## config.mk

```make
export PLATFORM = sky130hd
export DESIGN_NAME = dtlb_fill_ctl
export DESIGN_NICKNAME = d
export VERILOG_FILES = /design/src/rtl/dtlb_fill_ctl.sv
export SDC_FILE = /design/constraint.sdc
export NUM_CORES = 1
export LEC_CHECK = 0
export ABC_CLOCK_PERIOD_IN_PS = 3810
export CAP_MARGIN = 20
export CORE_AREA = 2 2 260 262
export CTS_BUF_LIST = sky130_fd_sc_hd__clkbuf_16
export DETAILED_ROUTE_END_ITERATION = 8
export DIE_AREA = 0 0 262 264
export PLACE_DENSITY_LB_ADDON = 0.25
export SETUP_SLACK_MARGIN = 0.02
export SLEW_MARGIN = 20
export SYNTH_ARGS = -nofsm -noshare
export SYNTH_HDL_FRONTEND = slang
export SYNTH_SLANG_ARGS = --single-unit
```

## constraint.sdc

```tcl
create_clock -name clk -period 3.81 [get_ports clk]
set_input_delay 0.762 -clock clk [delete_from_list [all_inputs] [get_ports clk]]
set_output_delay 0.762 -clock clk [all_outputs]
set_load 0.05 [all_outputs]
```

## src/rtl/dtlb_fill_ctl.sv

```systemverilog
// dtlb_fill_ctl: DTLB miss queue and fill / invalidate sequencer.
// Buffers page misses in a small FIFO, issues one page walk at a time and
// writes the returned translation into the DTLB. Also performs single-page
// invalidates and a full 128-entry (8 ways x 16 sets) invalidate sweep.
// Ports:
//   clk, rst             clock, asynchronous active-low reset
//   miss_*               miss request in (bit 0 of addr is pair-select)
//   walk_req_*           page-walk request out
//   walk_rsp_*           page-walk response in (no backpressure)
//   inv_*                invalidate request in (inv_all = full flush)
//   tlb_write_*          DTLB write port out
//   tlb_force_way*       DTLB way override out (sweep only)
//   fault_vld/addr       one-cycle walk-fault report
//   busy                 engine active or misses pending
`ifndef dtlbData_width
`define dtlbData_width 64
`endif

module dtlb_fill_ctl #(
  parameter  int unsigned DW = `dtlbData_width,
  parameter  int unsigned QD = 4,
  localparam int unsigned AW = 51
) (
  input  logic          clk,
  input  logic          rst,
  input  logic          miss_vld,
  input  logic [AW-1:0] miss_addr,
  output logic          miss_rdy,
  output logic          walk_req_vld,
  output logic [AW-1:0] walk_req_addr,
  input  logic          walk_req_rdy,
  input  logic          walk_rsp_vld,
  input  logic          walk_rsp_fault,
  input  logic [DW-1:0] walk_rsp_data0,
  input  logic [DW-1:0] walk_rsp_data1,
  input  logic [DW-1:0] walk_rsp_data2,
  input  logic          inv_vld,
  input  logic          inv_all,
  input  logic [AW-1:0] inv_addr,
  output logic          inv_rdy,
  output logic [AW-1:0] tlb_write_addr,
  output logic [DW-1:0] tlb_write_data0,
  output logic [DW-1:0] tlb_write_data1,
  output logic [DW-1:0] tlb_write_data2,
  output logic          tlb_write_wen,
  output logic          tlb_write_xstant,
  output logic          tlb_write_invl,
  output logic          tlb_force_way_en,
  output logic [2:0]    tlb_force_way,
  output logic          fault_vld,
  output logic [AW-1:0] fault_addr,
  output logic          busy
);

  localparam int unsigned QW = $clog2(QD);
  localparam int unsigned CW = QW + 1;
  localparam int unsigned SW = 7;
  localparam logic [SW-1:0] SWEEP_LAST = '1;

  typedef enum logic [2:0] {
    S_IDLE, S_WREQ, S_WWAIT, S_FILL, S_INV1, S_SWEEP
  } state_t;

  state_t        state, state_nxt;
  logic [AW-1:0] q [QD];
  logic [QW-1:0] rd, wr, off;
  logic [CW-1:0] cnt, cnt_nxt;
  logic [AW-1:0] infl_addr, head;
  logic          infl_vld, infl_vld_nxt;
  logic [SW-1:0] sc, sc_nxt;
  logic          dup, push, pop, flt;

  logic          miss_rdy_nxt, inv_rdy_nxt, busy_nxt;
  logic          wreq_vld_nxt, fault_vld_nxt;
  logic [AW-1:0] wreq_addr_nxt, waddr_nxt, fault_addr_nxt;
  logic          wen_nxt, xstant_nxt, invl_nxt, fwe_nxt;
  logic [2:0]    fw_nxt;
  logic [DW-1:0] wd0_nxt, wd1_nxt, wd2_nxt;

  // State register
  always_ff @(posedge clk or negedge rst) begin
    if (!rst) state <= S_IDLE;
    else      state <= state_nxt;
  end

  // Next state, queue control and next output values
  always_comb begin
    state_nxt    = state;
    sc_nxt       = sc;
    infl_vld_nxt = infl_vld;
    pop          = 1'b0;
    flt          = 1'b0;
    dup          = 1'b0;
    off          = '0;

    // Drop a miss whose page is already queued or being walked
    for (int i = 0; i < QD; i++) begin
      off = QW'(i) - rd;
      if ((CW'(off) < cnt) && (q[i][AW-1:1] == miss_addr[AW-1:1])) dup = 1'b1;
    end
    if (infl_vld && (infl_addr[AW-1:1] == miss_addr[AW-1:1])) dup = 1'b1;
    push = miss_vld && miss_rdy && !dup;

    case (state)
      S_IDLE: begin
        if (inv_vld) begin
          state_nxt = inv_all ? S_SWEEP : S_INV1;
          sc_nxt    = '0;
        end else if ((cnt != '0) || push) begin
          state_nxt = S_WREQ;
        end
      end
      S_WREQ: begin
        if (walk_req_rdy) begin
          pop          = 1'b1;
          infl_vld_nxt = 1'b1;
          state_nxt    = S_WWAIT;
        end
      end
      S_WWAIT: begin
        if (walk_rsp_vld) begin
          if (walk_rsp_fault) begin
            flt          = 1'b1;
            infl_vld_nxt = 1'b0;
            state_nxt    = S_IDLE;
          end else begin
            state_nxt = S_FILL;
          end
        end
      end
      S_FILL: begin
        infl_vld_nxt = 1'b0;
        state_nxt    = S_IDLE;
      end
      S_INV1:  state_nxt = S_IDLE;
      S_SWEEP: begin
        if (sc == SWEEP_LAST) state_nxt = S_IDLE;
        else                  sc_nxt    = sc + SW'(1);
      end
      default: state_nxt = S_IDLE;
    endcase

    cnt_nxt = cnt;
    if (push && !pop)      cnt_nxt = cnt + CW'(1);
    else if (pop && !push) cnt_nxt = cnt - CW'(1);

    // Head seen next cycle: an empty queue is being filled by this miss
    head = (cnt == '0) ? miss_addr : q[rd];

    miss_rdy_nxt   = (cnt_nxt != CW'(QD));
    inv_rdy_nxt    = (state_nxt == S_IDLE);
    busy_nxt       = (state_nxt != S_IDLE) || (cnt_nxt != '0);
    wreq_vld_nxt   = (state_nxt == S_WREQ);
    wreq_addr_nxt  = (state_nxt == S_WREQ) ? {head[AW-1:1], 1'b0} : '0;
    fault_vld_nxt  = flt;
    fault_addr_nxt = flt ? infl_addr : '0;

    wen_nxt    = 1'b0;
    xstant_nxt = 1'b0;
    invl_nxt   = 1'b0;
    fwe_nxt    = 1'b0;
    fw_nxt     = '0;
    waddr_nxt  = '0;
    wd0_nxt    = '0;
    wd1_nxt    = '0;
    wd2_nxt    = '0;
    case (state_nxt)
      S_FILL: begin
        wen_nxt   = 1'b1;
        waddr_nxt = infl_addr;
        wd0_nxt   = walk_rsp_data0;
        wd1_nxt   = walk_rsp_data1;
        wd2_nxt   = walk_rsp_data2;
      end
      S_INV1: begin
        wen_nxt    = 1'b1;
        xstant_nxt = 1'b1;
        invl_nxt   = 1'b1;
        waddr_nxt  = inv_addr;
      end
      S_SWEEP: begin
        wen_nxt    = 1'b1;
        xstant_nxt = 1'b1;
        invl_nxt   = 1'b1;
        fwe_nxt    = 1'b1;
        fw_nxt     = sc_nxt[6:4];
        waddr_nxt  = AW'(sc_nxt[3:0]);
      end
      default: ;
    endcase
  end

  // Miss queue storage; validity comes from rd/cnt
  always_ff @(posedge clk) begin
    if (push) q[wr] <= miss_addr;
  end

  // Pointers, in-flight walk, sweep counter and registered outputs
  always_ff @(posedge clk or negedge rst) begin
    if (!rst) begin
      rd               <= '0;
      wr               <= '0;
      cnt              <= '0;
      infl_addr        <= '0;
      infl_vld         <= 1'b0;
      sc               <= '0;
      miss_rdy         <= 1'b1;
      inv_rdy          <= 1'b1;
      busy             <= 1'b0;
      walk_req_vld     <= 1'b0;
      walk_req_addr    <= '0;
      fault_vld        <= 1'b0;
      fault_addr       <= '0;
      tlb_write_wen    <= 1'b0;
      tlb_write_xstant <= 1'b0;
      tlb_write_invl   <= 1'b0;
      tlb_force_way_en <= 1'b0;
      tlb_force_way    <= '0;
      tlb_write_addr   <= '0;
      tlb_write_data0  <= '0;
      tlb_write_data1  <= '0;
      tlb_write_data2  <= '0;
    end else begin
      if (push) wr <= wr + QW'(1);
      if (pop) begin
        rd        <= rd + QW'(1);
        infl_addr <= q[rd];
      end
      cnt              <= cnt_nxt;
      infl_vld         <= infl_vld_nxt;
      sc               <= sc_nxt;
      miss_rdy         <= miss_rdy_nxt;
      inv_rdy          <= inv_rdy_nxt;
      busy             <= busy_nxt;
      walk_req_vld     <= wreq_vld_nxt;
      walk_req_addr    <= wreq_addr_nxt;
      fault_vld        <= fault_vld_nxt;
      fault_addr       <= fault_addr_nxt;
      tlb_write_wen    <= wen_nxt;
      tlb_write_xstant <= xstant_nxt;
      tlb_write_invl   <= invl_nxt;
      tlb_force_way_en <= fwe_nxt;
      tlb_force_way    <= fw_nxt;
      tlb_write_addr   <= waddr_nxt;
      tlb_write_data0  <= wd0_nxt;
      tlb_write_data1  <= wd1_nxt;
      tlb_write_data2  <= wd2_nxt;
    end
  end

endmodule

```

* Word-level counts from Yosys, hierarchy flattened *
Memory sizes are Yosys's and may differ from the RTL's.
Cells that the tools add are included.

storage, ports and cells
  register bits after elaboration = 425
  RAM bits = 204
  bits of input ports = 302
  output and inout port bits = 357
  word-level logic and storage cells = 118
  memories kept = 1

memory list
  memory  words  width  read ports  clocked after Yosys merged registers in  write ports  RTL line  text
  q       4      51     5           0                                        1            65        logic [AW-1:0] q [QD];

cells by class
  add/sub/neg operators = 9
  magnitude comparators = 4
  equal/unequal tests = 18
  multiplexer cells = 40
  reduce and logical (&&, ||, !) cells = 24

operators by type and width
  cell                                                                number
  50-bit == test                                                      5
  64-bit two-way mux                                                  3
  51-bit two-way mux                                                  3
  51-bit case mux with 3 select lines                                 1
  3-bit two-way mux                                                   8
  1-bit two-way mux                                                   19
  7-bit two-way mux                                                   2
  7-bit case mux with 2 select lines                                  1
  2-bit by 3-bit less-than comparator with 1-bit output               4
  3-bit case mux with 4 select lines                                  1
  3-bit nonzero test                                                  4
  3-bit by 2-bit == test with 1-bit output (second input constant)    3
  3-bit == test (second input constant)                               3
  1-bit logical AND                                                   9
  3-bit zero test                                                     3
  7-bit by 1-bit adder with 7-bit output (second input constant)      1
  7-bit == test (second input constant)                               1
  3-bit by 1-bit == test with 1-bit output (second input constant)    2
  2-bit != test (second input constant)                               3
  2-bit by 1-bit adder with 2-bit output (second input constant)      2
  4-bit AND reduction                                                 1
  1-bit by 2-bit subtractor with 2-bit output (first input constant)  2
  2-bit subtractor (first input constant)                             2
  3-bit by 1-bit adder with 3-bit output (second input constant)      1
  other kinds (8)                                                     11

* Depth between registers and ports, before layout *
  depth in word-level cells = 17
  mapped depth = 14
  gate-level depth less buffers = 11

* Worst setup path after synthesis *
Ideal clock, no wire load.

  path type = register to register
  from = register rd[0]
  to = register busy
  setup time = 139 ps
  arrival time = 3,302 ps
  required time = 3,671 ps
  slack = 370 ps
  stages on the path, launching flop included = 14
  buffers on the path = 2
  clock period less this slack = 3,440 ps
  path through = dfrtp_1 buf_2 buf_1 xnor2_1 inv_1 ha_1 a21oi_1 o2111ai_1 nor4_1 a211oi_2 nand2_4 a21oi_2 or4_4 or4b_1

on the way
  cells in the longest elaborated chain, start to end = 16
  elaborated cells on any way between the ends = 31
  those cells by class = add/sub (4); order compare (4); mux (10); reduce/logical (13)

RTL lines
  element                                                RTL line  text
  start: declaration                                     66        logic [QW-1:0] rd, wr, off;
  start signal: assignment                               226       rd <= rd + QW'(1);
  1-bit by 2-bit subtractor with 2-bit output            98        off = QW'(i) - rd;
  2-bit by 3-bit less-than comparator with 1-bit output  99        if ((CW'(off) < cnt) && (q[i][AW-1:1] == miss_addr[AW-1:1])) dup = 1'b1;
  1-bit logical AND                                      99
  1-bit two-way mux (3 in a row)                         99
  1-bit two-way mux *                                    99
  1-bit two-way mux *                                    101       if (infl_vld && (infl_addr[AW-1:1] == miss_addr[AW-1:1])) dup = 1'b1;
  1-bit zero test *                                      102       push = miss_vld && miss_rdy && !dup;
  1-bit logical AND *                                    102
  1-bit logical OR *                                     109       end else if ((cnt != '0) || push) begin
  3-bit two-way mux *                                    109
  3-bit two-way mux *                                    106       if (inv_vld) begin
  3-bit case mux with 4 select lines *                   104       case (state)
  net state_nxt[0]                                       64        state_t state, state_nxt;
  3-bit nonzero test *                                   152       busy_nxt = (state_nxt != S_IDLE) || (cnt_nxt != '0);
  1-bit logical OR *                                     152
  net busy_nxt                                           73        logic miss_rdy_nxt, inv_rdy_nxt, busy_nxt;
  end signal: assignment                                 234       busy <= busy_nxt;
  end: declaration                                       52        output logic busy

The timed path passes the listed nets; every way through them passes the cells marked *.
A chain may end at the register's enable or synchronous reset.

* Worst setup path in the final report *
  from = input port miss_addr[24]
  to = register busy

on the way
  cells in the longest elaborated chain, start to end = 15
  elaborated cells on any way between the ends = 29
  those cells by class = eq/ne (5); mux (10); reduce/logical (14)

RTL lines
  element                                                                  RTL line  text
  start: declaration                                                       27        input logic [AW-1:0] miss_addr,
  50-bit == test                                                           99
  1-bit logical AND                                                        99
  1-bit two-way mux (4 in a row)                                           99
  1-bit two-way mux *                                                      101
  1-bit zero test *                                                        102
  1-bit logical AND *                                                      102
  1-bit logical OR or 1-bit zero test (tied branches)                      109, 145
  3-bit two-way mux or 1-bit logical AND (tied branches)                   109, 145
  3-bit two-way mux (on tied branches)                                     106, 145
  3-bit case mux with 4 select lines or 3-bit two-way mux (tied branches)  104, 144
  3-bit nonzero test                                                       152
  1-bit logical OR *                                                       152
  net busy_nxt                                                             73

Marked as above.

==> impl_metrics.prom <==
# TYPE chip_impl_metric gauge
chip_impl_info{name="status",value="complete, no violations"} 1
chip_impl_metric{name="drive_above_1_share",unit=""} 0.162
chip_impl_metric{name="whs",unit="ns"} 0.160
chip_impl_info{name="netlist_top_cells_area",value="sky130_fd_sc_hd__dfrtp_1 42%, sky130_fd_sc_hd__edfxtp_1 24%, sky130_fd_sc_hd__xor2_1 7.8%, sky130_fd_sc_hd__and2_1 6.0%, sky130_fd_sc_hd__mux4_2 4.5%"} 1
chip_impl_metric{name="placement_rows",unit=""} 95
chip_impl_metric{name="max-vdd-ir-drop",unit="mV"} 0.426
chip_impl_info{name="critPathCaptureType",value="flop"} 1
chip_impl_metric{name="timing.final.crit_share",unit=""} 0.936
chip_impl_metric{name="synth.net_count",unit=""} 2080
chip_impl_metric{name="ys_ff_latch",unit=""} 628
chip_impl_metric{name="initial_antenna_violation_count",unit=""} 32
chip_impl_metric{name="cellLeakagePower",unit="uW"} 0.0154
chip_impl_metric{name="highest_fanout_seen_on_the_critical_path",unit=""} 7
chip_impl_metric{name="drcViolationCount",unit=""} 0
chip_impl_info{name="synth_ff_type",value="sky130_fd_sc_hd__dfrtp_1"} 1
chip_impl_metric{name="cts.repair.resized",unit=""} 0
chip_impl_metric{name="drt_pre_antenna_iters",unit=""} 5
chip_impl_metric{name="areaGrowthSynthToFinish",unit="%"} 43.8
chip_impl_info{name="cts.root.buffer_cell",value="sky130_fd_sc_hd__clkbuf_16"} 1
chip_impl_info{name="yosys.cell_count.top_type",value="sky130_fd_sc_hd__dfrtp_1"} 1
chip_impl_metric{name="worst-endpoint-arrival",unit="ns"} 4.04
chip_impl_metric{name="postRouteAntennaNets",unit=""} 0
chip_impl_metric{name="period_minus_slack",unit="ns"} 3.57
chip_impl_metric{name="clock_tree.htree_level_count",unit=""} 3
chip_impl_metric{name="syn-instance-count",unit=""} 1766
chip_impl_metric{name="finalSetupViolCount",unit=""} 0
chip_impl_metric{name="largest_net_degree_at_the_start_of_global_routing",unit=""} 94
chip_impl_metric{name="drt-total-wl",unit="mm"} 102
chip_impl_metric{name="design.final.nets",unit=""} 2867
chip_impl_metric{name="width_of_the_chip",unit="um"} 262
chip_impl_metric{name="worst-r2r-cell-count",unit=""} 11
chip_impl_info{name="regToRegStartpoint",value="rd[0]"} 1
chip_impl_metric{name="grtUsageMet1",unit=""} 0.382
chip_impl_metric{name="timing_hold_violations_final",unit=""} 0
chip_impl_info{name="synth_commonest_cells",value="422 x sky130_fd_sc_hd__dfrtp_1, 245 x sky130_fd_sc_hd__and2_1, 226 x sky130_fd_sc_hd__xor2_1"} 1
chip_impl_info{name="hp-class",value="in2async"} 1
chip_impl_metric{name="finalNonFillerCells",unit=""} 3495
chip_impl_metric{name="synth-edff-count",unit=""} 204
chip_impl_metric{name="syn_avg_cell_area",unit="um^2"} 14.4
chip_impl_metric{name="finalClockSkew",unit="ns"} 0.0147
chip_impl_metric{name="first_pass_grt_wire_length",unit="mm"} 140
chip_impl_metric{name="die_h",unit="um"} 264
chip_impl_info{name="grt.busiest_layer",value="met2"} 1
chip_impl_metric{name="place.gp.congestion",unit=""} 0.995
chip_impl_metric{name="achievable-frequency",unit="MHz"} 280
chip_impl_metric{name="hpwl_after_dpl",unit="mm"} 79.8
chip_impl_metric{name="final-seq-area",unit="um^2"} 16700
chip_impl_metric{name="grt_overflow_total",unit=""} 0
chip_impl_metric{name="yosys.area.top_type_share",unit=""} 0.416
chip_impl_metric{name="clkLatencyLatePin",unit="ns"} 0.61
chip_impl_info{name="worst_setup_path_class",value="in2reg"} 1
chip_impl_metric{name="ff_to_ff_setup_slack",unit="ns"} 0.49
chip_impl_info{name="cts_tree",value="yes"} 1
chip_impl_metric{name="max-slew-margin-rel",unit=""} 0.402
chip_impl_metric{name="fp.dieArea",unit="um^2"} 69200
chip_impl_metric{name="tns",unit="ns"} 0
chip_impl_metric{name="first_global_vias",unit=""} 18200
chip_impl_metric{name="ys_seq_area_frac",unit=""} 0.660
chip_impl_metric{name="cts_buffer_depth",unit=""} 3
chip_impl_info{name="worst_setup_path_start_kind",value="primary input"} 1
chip_impl_metric{name="detailedRoute.firstIterationViolations",unit=""} 1695
chip_impl_metric{name="synth.yosys.warnings",unit=""} 0
chip_impl_metric{name="finalMaxSlewViolations",unit=""} 0
chip_impl_metric{name="clock_sinks",unit=""} 628
chip_impl_metric{name="max_cap_viols",unit=""} 0
chip_impl_metric{name="powerDensity",unit="nW/um^2"} 663
chip_impl_metric{name="post_synth_num_cell_types",unit=""} 52
chip_impl_metric{name="final_core_utilization",unit=""} 0.548
chip_impl_metric{name="holdBufCountCts",unit=""} 0
chip_impl_metric{name="grt.met2_usage",unit=""} 0.490
chip_impl_info{name="netlist.top_cell.by_area",value="sky130_fd_sc_hd__dfrtp_1"} 1
chip_impl_metric{name="async_flop_share",unit=""} 0.675
chip_impl_metric{name="post-cts-setup-buffer-count",unit=""} 0
chip_impl_metric{name="synth_area",unit="um^2"} 25400
chip_impl_metric{name="post-place-cells",unit=""} 3353
chip_impl_metric{name="route.vias.total",unit=""} 17800
chip_impl_metric{name="worst_ep_required_time",unit="ns"} 4.29
chip_impl_metric{name="n_fill_cell",unit=""} 5517
chip_impl_metric{name="portBuffers",unit=""} 657
chip_impl_metric{name="groute.layer.met3.usage",unit=""} 0.0477
chip_impl_metric{name="wl_per_cell",unit="um"} 29.1
chip_impl_metric{name="worstMarginPinSlew",unit="ns"} 0.897
chip_impl_metric{name="floorplan.core_area",unit="um^2"} 66600
chip_impl_info{name="grt_setup_unrepaired",value="false"} 1
chip_impl_metric{name="cts-buffers-inserted",unit=""} 71
chip_impl_metric{name="multiInputGateArea",unit="um^2"} 7920
chip_impl_info{name="worst_r2r_endpoint",value="busy"} 1
chip_impl_metric{name="clk_pin_slew_worst_paths",unit="ns"} 0.06
chip_impl_metric{name="groute.usage.overall",unit=""} 0.291
chip_impl_metric{name="initial_core_util",unit=""} 0.381
chip_impl_metric{name="boundaryPins",unit=""} 659
chip_impl_metric{name="route.detailed.vias_per_inst",unit=""} 5.10
==> metrics by stage <==
| stage | total power [uW] | area [um^2] | setup slack [ns] |
|---|---|---|---|
| 5_1_grt | 25000 | 36500 | 0.154 |
| 6_report | 24200 | 36500 | 0.244 |
| 3_5_place_dp | 17400 | 34100 | -0.311 |
| 2_1_floorplan | 13400 | 25400 | 0.370 |
| 4_1_cts | 24300 | 36400 | 0.335 |
| 3_3_place_gp | 17400 | 34100 | -0.296 |
==> metal layers <==
layer  routed length [um]  vias to the layer above
li1                     -                     7672
met1                41000                     9217
met2                51200                      782
met3                 6760                      130
met4                 2750                        8
met5                   59                        -
==> cells by family (layout without fill, tap and decap cells) <==
logic type | count (synthesis) | count (layout) | share of synthesized area
and+or+nand+nor | 486 | 486 | 0.109
adders and majority gates | 12 | 12 | 0.00592
DFF | 628 | 628 | 0.660
AOI/OAI and AO/OA | 134 | 134 | 0.0363
xor gates and xnor gates | 258 | 258 | 0.0897
other | 1 | 15 | 0.000148
muxes | 106 | 106 | 0.0696
buffers and inverters | 141 | 983 | 0.0294
==> layout make-up <==
type                    instances  share of cell area
diodes                         14            0.000961
multi-input cells             997               0.217
flip-flops and latches        628               0.459
inverters                      14             0.00144
clock buffers                  76              0.0522
well taps                     873              0.0300
clock inverters                52              0.0112
repair buffers                841               0.228
==> power by group <==
part           switching, uW  internal (uW)
logic                   4890           3210
clock network           2810           4010
registers               1090           8170
total                   8790          15400
==> worst max-delay path by stage <==
stage	cells after the start	from	slack (ns)	endpoint
5_1_grt	12	miss_addr[24]	0.15	busy
3_5_place_dp	12	miss_addr[24]	-0.31	busy
4_1_cts	12	miss_addr[24]	0.34	busy
6_report	12	miss_addr[24]	0.24	busy
2_1_floorplan	13	rd[0]	0.37	busy
3_3_place_gp	11	miss_addr[35]	-0.30	busy
==> worst max-delay path, stage by stage <==
cell and delay (ns):
sky130_fd_sc_hd__clkdlybuf4s50_1 0.39, sky130_fd_sc_hd__buf_4 0.17, sky130_fd_sc_hd__xor2_1 0.24, sky130_fd_sc_hd__nor4_1 0.63, sky130_fd_sc_hd__o2111ai_1 0.22, sky130_fd_sc_hd__nor4_2 0.34, sky130_fd_sc_hd__nor3_2 0.10, sky130_fd_sc_hd__nand2_4 0.11
sky130_fd_sc_hd__buf_4 0.15, sky130_fd_sc_hd__xor2_1 0.23, sky130_fd_sc_hd__a311o_1 0.24, sky130_fd_sc_hd__or4b_1 0.44
==> state kept, by name, summed over array words and instances, names as in the netlist, 2 cells and up <==
| register | cells |
|---|---|
| state | 3 |
| tlb_write_data2 | 64 |
| rd | 2 |
| q | 204 |
| fault_addr | 51 |
| infl_addr | 51 |
| walk_req_addr | 50 |
| tlb_write_addr | 51 |
| sc | 7 |
| cnt | 3 |
| wr | 2 |
| tlb_force_way | 3 |
| tlb_write_data0 | 64 |
| tlb_write_data1 | 64 |
==> cell usage in the layout, fill, tap and decap left out, types with 10 or more instances in the layout <==
cell	instances
sky130_fd_sc_hd__mux2_2	52
sky130_fd_sc_hd__nor2_1	13
sky130_fd_sc_hd__xor2_1	226
sky130_fd_sc_hd__buf_4	156
sky130_fd_sc_hd__nand2_1	118
sky130_fd_sc_hd__buf_12	28
sky130_fd_sc_hd__xnor2_1	30
sky130_fd_sc_hd__a22o_1	48
sky130_fd_sc_hd__nand4_1	14
sky130_fd_sc_hd__a21oi_1	59
sky130_fd_sc_hd__edfxtp_1	204
sky130_fd_sc_hd__ha_1	12
sky130_fd_sc_hd__clkinv_2	12
sky130_fd_sc_hd__inv_1	33
sky130_fd_sc_hd__clkbuf_16	76
sky130_fd_sc_hd__diode_2	14
sky130_fd_sc_hd__o21ai_0	10
sky130_fd_sc_hd__dfrtp_1	420
sky130_fd_sc_hd__nor4_1	57
sky130_fd_sc_hd__mux4_2	51
sky130_fd_sc_hd__and2_1	245
sky130_fd_sc_hd__clkdlybuf4s50_1	656
Note: power is estimated with default switching activity, not from simulation.
